## src/rtl/imem_loader_if.sv

```systemverilog
// imem_loader_if: request handshake, instruction-memory write port and status of the instruction-memory loader
interface imem_loader_if #(parameter int ADDR_W = 10);
   logic              in_valid, in_ready, finish;
   logic [1:0]        fmt;
   logic [5:0]        op, funct;
   logic [4:0]        rs, rt, rd, shamt;
   logic [15:0]       imm;
   logic [25:0]       jaddress;
   logic [31:0]       raw, mem_wdata, mem_rdata;
   logic              mem_we, done, err;
   logic [ADDR_W-1:0] mem_addr;
   logic [ADDR_W:0]   count;
   modport slave (
      input  in_valid, finish, fmt, op, rs, rt, rd, shamt, funct, imm, jaddress, raw, mem_rdata,
      output in_ready, mem_we, mem_addr, mem_wdata, count, done, err
   );
   modport master (
      output in_valid, finish, fmt, op, rs, rt, rd, shamt, funct, imm, jaddress, raw, mem_rdata,
      input  in_ready, mem_we, mem_addr, mem_wdata, count, done, err
   );
endinterface

```

## src/rtl/imem_loader.sv

```systemverilog
// imem_loader: packs field requests into MIPS R/I/J words, writes them from address 0 and ends with the halt sentinel; IMEM_LOADER_READBACK_EN adds a verify cycle per word
module imem_loader #(
   parameter int ADDR_W = 10
) (
   input logic         clk,
   input logic         reset,
   imem_loader_if.slave bus
);
   typedef enum logic [1:0] {IDLE, WRITE, VERIFY, DONE} state_t;
   state_t            state, state_n;
   logic [ADDR_W:0]   count_n;
   logic [ADDR_W-1:0] ptr;
   logic [31:0]       word, word_n, enc;
   logic              last, last_n, err_n, xfer;
   // the write pointer always equals the low bits of the written-word count
   assign ptr = bus.count[ADDR_W-1:0];
   always_ff @(posedge clk) begin
      if (reset) begin
         state     <= IDLE;
         bus.count <= '0;
         word      <= '0;
         last      <= 1'b0;
         bus.err   <= 1'b0;
      end else begin
         state     <= state_n;
         bus.count <= count_n;
         word      <= word_n;
         last      <= last_n;
         bus.err   <= err_n;
      end
   end
   always_comb begin
      enc = bus.fmt == 2'b00 ? {bus.op, bus.rs, bus.rt, bus.rd, bus.shamt, bus.funct} :
            bus.fmt == 2'b01 ? {bus.op, bus.rs, bus.rt, bus.imm} :
            bus.fmt == 2'b10 ? {bus.op, bus.jaddress} : bus.raw;
      state_n       = state;
      count_n       = bus.count;
      word_n        = word;
      last_n        = last;
      err_n         = bus.err;
      bus.in_ready  = (state == IDLE) & ~reset;
      bus.mem_we    = (state == WRITE) & ~reset;
      bus.mem_addr  = ptr;
      bus.mem_wdata = word;
      bus.done      = state == DONE;
      xfer          = bus.in_valid & bus.in_ready;
      case (state)
         IDLE: begin
            if (xfer && bus.finish) begin
               word_n  = '1;
               last_n  = 1'b1;
               state_n = WRITE;
            end else if (xfer) begin
               // last slot is reserved for the sentinel; a premature halt word is refused
               if (ptr == '1 || enc == '1) err_n = 1'b1;
               else begin
                  word_n  = enc;
                  last_n  = 1'b0;
                  state_n = WRITE;
               end
            end
         end
         WRITE: begin
            count_n = bus.count + 1'b1;
`ifdef IMEM_LOADER_READBACK_EN
            state_n = VERIFY;
`else
            state_n = last ? DONE : IDLE;
`endif
         end
`ifdef IMEM_LOADER_READBACK_EN
         VERIFY: begin
            bus.mem_addr = ptr - 1'b1;
            err_n        = bus.err | (bus.mem_rdata != word);
            state_n      = last ? DONE : IDLE;
         end
`endif
         default: ;
      endcase
   end
endmodule

```

## src/flat_wrapper.sv

```systemverilog
// flat-port wrapper written by rule: the top's interface ports become plain ports
module imem_loader_flat 
#(
   parameter int ADDR_W = 10
)
  (clk, reset, bus_in_valid, bus_finish, bus_fmt, bus_op, bus_rs, bus_rt, bus_rd, bus_shamt, bus_funct, bus_imm, bus_jaddress, bus_raw, bus_mem_rdata, bus_in_ready, bus_mem_we, bus_mem_addr, bus_mem_wdata, bus_count, bus_done, bus_err);
  imem_loader_if #(.ADDR_W(ADDR_W)) bus_i ();
  input logic clk;
  input logic reset;
  input wire logic [$bits(bus_i.in_valid)-1:0] bus_in_valid;
  input wire logic [$bits(bus_i.finish)-1:0] bus_finish;
  input wire logic [$bits(bus_i.fmt)-1:0] bus_fmt;
  input wire logic [$bits(bus_i.op)-1:0] bus_op;
  input wire logic [$bits(bus_i.rs)-1:0] bus_rs;
  input wire logic [$bits(bus_i.rt)-1:0] bus_rt;
  input wire logic [$bits(bus_i.rd)-1:0] bus_rd;
  input wire logic [$bits(bus_i.shamt)-1:0] bus_shamt;
  input wire logic [$bits(bus_i.funct)-1:0] bus_funct;
  input wire logic [$bits(bus_i.imm)-1:0] bus_imm;
  input wire logic [$bits(bus_i.jaddress)-1:0] bus_jaddress;
  input wire logic [$bits(bus_i.raw)-1:0] bus_raw;
  input wire logic [$bits(bus_i.mem_rdata)-1:0] bus_mem_rdata;
  output wire logic [$bits(bus_i.in_ready)-1:0] bus_in_ready;
  output wire logic [$bits(bus_i.mem_we)-1:0] bus_mem_we;
  output wire logic [$bits(bus_i.mem_addr)-1:0] bus_mem_addr;
  output wire logic [$bits(bus_i.mem_wdata)-1:0] bus_mem_wdata;
  output wire logic [$bits(bus_i.count)-1:0] bus_count;
  output wire logic [$bits(bus_i.done)-1:0] bus_done;
  output wire logic [$bits(bus_i.err)-1:0] bus_err;
  assign bus_i.in_valid = bus_in_valid;
  assign bus_i.finish = bus_finish;
  assign bus_i.fmt = bus_fmt;
  assign bus_i.op = bus_op;
  assign bus_i.rs = bus_rs;
  assign bus_i.rt = bus_rt;
  assign bus_i.rd = bus_rd;
  assign bus_i.shamt = bus_shamt;
  assign bus_i.funct = bus_funct;
  assign bus_i.imm = bus_imm;
  assign bus_i.jaddress = bus_jaddress;
  assign bus_i.raw = bus_raw;
  assign bus_i.mem_rdata = bus_mem_rdata;
  assign bus_in_ready = bus_i.in_ready;
  assign bus_mem_we = bus_i.mem_we;
  assign bus_mem_addr = bus_i.mem_addr;
  assign bus_mem_wdata = bus_i.mem_wdata;
  assign bus_count = bus_i.count;
  assign bus_done = bus_i.done;
  assign bus_err = bus_i.err;
  imem_loader #(.ADDR_W(ADDR_W)) u_core (.clk(clk), .reset(reset), .bus(bus_i));
endmodule
```

## config.mk

```make
export PLATFORM = sky130hd
export DESIGN_NAME = imem_loader_flat
export DESIGN_NICKNAME = d
export VERILOG_FILES = /design/src/rtl/imem_loader_if.sv /design/src/rtl/imem_loader.sv /design/src/flat_wrapper.sv
export SDC_FILE = /design/constraint.sdc
export NUM_CORES = 1
export LEC_CHECK = 0
export BUFFER_PORTS_ARGS = -buffer_cell sky130_fd_sc_hd__clkbuf_2
export CAP_MARGIN = 20
export CELL_PAD_IN_SITES_DETAIL_PLACEMENT = 0
export CELL_PAD_IN_SITES_GLOBAL_PLACEMENT = 1
export CORE_MARGIN = 8
export CORE_UTILIZATION = 28
export DETAILED_ROUTE_END_ITERATION = 6
export GPL_TIMING_DRIVEN = 0
export PLACE_DENSITY_LB_ADDON = 0.1
export SLEW_MARGIN = 30
export SYNTH_ARGS = -nofsm -noshare
export SYNTH_HDL_FRONTEND = slang
export SYNTH_SLANG_ARGS = --single-unit
```

## constraint.sdc

```tcl
create_clock -name clk -period 4.8 [get_ports clk]
set_clock_uncertainty 0.05 [all_clocks]
set_input_delay 0.72 -clock clk [delete_from_list [all_inputs] [get_ports clk]]
set_output_delay 0.72 -clock clk [all_outputs]
set_load 0.02 [all_outputs]
```

==> metrics.cfg <==
[worst_setup_path]
path_class=input port to register
slowest_delay_ns=0.37
worstSetupEndpointType=register
cpMostUsedCell=buf_4
r2r_slack_ns=2.44
crit_required_ns=4.94
worstPathMaxFanout=10
path_cells=clkbuf_2, buf_4, buf_2, nor2_1, a21oi_1, nand4_1, nor4_4, a311o_1, buf_4, buf_4, a21oi_1
cpMaxStageDelayCell=nor4_4
cp-start-kind=input port
r2r_end=u_core.bus.mem_wdata[27]$_SDFFE_PP0P_
cp.arrival_ns=3.00
r2r_start=u_core.bus.count[5]$_SDFFE_PP0P_
r2r_cells=6

[synthesis]
yosys_most_used_dff=dfxtp_1
synth_edf_count=0
synth_seq_cells=47
async_reset_ff_frac=0
synthCells=303
syn_area_um2=2720
yosys_warnings=0
ys_seq_area_frac=0.345
yosysUniqueCellTypes=41
syn-mean-instance-area_um2=8.99
syn_nets=448

[power_and_ir_drop]
powerDensity_nw_per_um2=258
p_leak_nw=1.80
peakVddDrop_v=0.000104

[die]
initial_core_util=0.284
die_height_um=115
fp.dieW_um=115
core-area_um2=9590
io_pins=201
placementRows=36
die_area_um2=13100

[run_status]
outcome=finished, final reports clean

[sta]
post-route-period-util=0.595
slew_headroom=0.587
setup_viol=0
worst_pin_slew_ns=0.614
fin_setup_tns_ns=0
grt_setup_unrepaired=no
max_freq_mhz=350
slew_viol_final=0
period_needed_ns=2.86
final-hold-violation-count=0

[route]
wirelength_um=10700
drt_first_pass_iters=4
vias=2955
post_drt_via_cell_ratio=4.84
drt_iter0_markers=87
ant_nets=0
drt-wirelength-per-cell_um=17.6
drc=0

[grt]
grt_pass1_vias=3124
grt_first_pass_wirelength_um=16600
grt_antenna_before_repair=0
grt_usage=0.164
gr-total-overflow=0
grt_max_degree=15

[layout]
finalNetCount=621
drive_above_1_share=0.459
synthToLayoutAreaGrowth_pct=40.4
antennaDiodeCount=0
finalCoreUtilization=0.399
final_cells=610

[hold_path]
hold_path_end=u_core.bus.mem_wdata[2]$_SDFFE_PP0P_
min_from=u_core.bus.mem_wdata[2]$_SDFFE_PP0P_
min_path_cells=2
hold_class=register to register

[clock_tree]
cts_setup_buffers=0
h-tree-depth=2
clock-sinks=47
clk_path_buf_depth=2
holdBufCountCts=0
clkTransAtPathRegs_ns=0.09
ctsResizeCount=0
cts_tree=built
numCtsBuffers=5
cts_root_buf=clkbuf_8
clk_latency_ns=0.30

[place]
placed_cells=602
port_buffers=166
hpwl_um=9100
gp_congestion=0.775

[job]
maxCapViolCount=0

-- per-stage QoR --
step	area, µm²	worst slack (ns)	power (mW)	hold WS (ns)
finish	3820	1.94	0.987	0.408
global route	3820	1.77	1.04	0.428
CTS	3820	1.92	1.00	0.410
detailed placement	3720	1.61	0.732	0.389
global placement	3720	1.61	0.728	0.392
floorplan	2720	2.01	0.608	0.423
-- synth_stat cells, types with 2 or more instances --
cell / count / area, µm²
nand2b_1: 2 / 12.5
and3_1: 7 / 43.8
and4_1: 2 / 17.5
dfxtp_1: 47 / 941
a21oi_1: 35 / 175
or3_1: 2 / 12.5
a32oi_1: 3 / 26.3
mux2_2: 2 / 22.5
nand4_1: 11 / 68.8
clkbuf_1: 11 / 41.3
nor3_1: 31 / 155
xnor2_1: 2 / 17.5
nor2_1: 20 / 75.1
a32o_1: 6 / 60.1
mux4_2: 16 / 360
and2_1: 2 / 12.5
xor2_1: 6 / 52.6
mux2i_1: 11 / 110
buf_4: 16 / 120
buf_6: 3 / 33.8
nor4_1: 2 / 12.5
nand2_1: 37 / 139
o21ai_0: 4 / 20.0
a211oi_1: 6 / 45.0
or2_2: 2 / 12.5
buf_2: 2 / 10.0
-- how the worst max path moves through the flow --
stage                     from                                    end  slack [ns]  depth (start not counted)
finish              bus_fmt[1]   u_core.bus.mem_wdata[4]$_SDFFE_PP0P_        1.94                         11
floorplan           bus_fmt[1]  u_core.bus.mem_wdata[29]$_SDFFE_PP0P_        2.01                          9
CTS                 bus_fmt[1]   u_core.bus.mem_wdata[4]$_SDFFE_PP0P_        1.92                         11
global route        bus_fmt[1]   u_core.bus.mem_wdata[4]$_SDFFE_PP0P_        1.77                         11
global placement    bus_fmt[1]  u_core.bus.mem_wdata[13]$_SDFFE_PP0P_        1.61                         11
detailed placement  bus_fmt[1]   u_core.bus.mem_wdata[4]$_SDFFE_PP0P_        1.61                         11
-- worst max-delay path, delay by kind of cell --
family	cells	cell delay [ns]
compound gates	3	0.53
simple gates	3	0.67
buf+inv	5	1.06
-- area by class of cell --
class	instances	area, µm²
Sequential cell	47	941
Clock inverter	1	7.51
Buffer	33	210
Clock buffer	7	96.3
Multi-Input combinational cell	221	1570
Timing Repair Buffer	166	831
Inverter	2	7.51
Tap cell	133	166
Fill cell	1047	5770
-- cells by family (layout without fill, tap and decap cells) --
kind of cell | count (synthesis) | after routing | share of synthesized area
and+or+nand+nor | 125 | 125 | 0.232
AOI/OAI and AO/OA | 58 | 58 | 0.132
DFF | 47 | 47 | 0.345
buffers and inverters | 35 | 209 | 0.0799
xor gates and xnor gates | 8 | 8 | 0.0257
muxes | 29 | 29 | 0.181
adders and majority gates | 1 | 1 | 0.00459
-- registers in the layout (all words and copies together) (netlist names) --
register and count:
u_core.bus.mem_wdata 32, u_core.state 2, u_core.bus.count 11, u_core.bus.err 1
u_core.last 1
-- layer usage --
layer,routed length [µm],vias to the layer above,GRT usage
li1,-,1461,-
met1,4620,1365,0.208
met2,5000,122,0.261
met3,1020,7,0.0506
met4,95,0,0.0426
met5,0,-,0
-- where the power goes --
group          switching [mW]  leakage [nW]  internal [mW]  total, mW
logic                   0.154          1.36          0.120      0.274
registers              0.0196         0.388          0.424      0.444
clock network           0.138        0.0505          0.131      0.270
total                   0.312          1.80          0.675      0.987
-- cells in the final DEF (no fill, tap or decap), drive strengths merged, types with 3 or more instances in the layout --
cell and n:
a211oi 6, a21oi 35, a32o 6, a32oi 3
and3 7, buf 21, clkbuf 185, dfxtp 47
mux2i 11, mux4 16, nand2 38, nand4 11
nor2 20, nor3 31, nor4 3, o21ai 4
xor2 6
(Power assumes the default switching activity.)
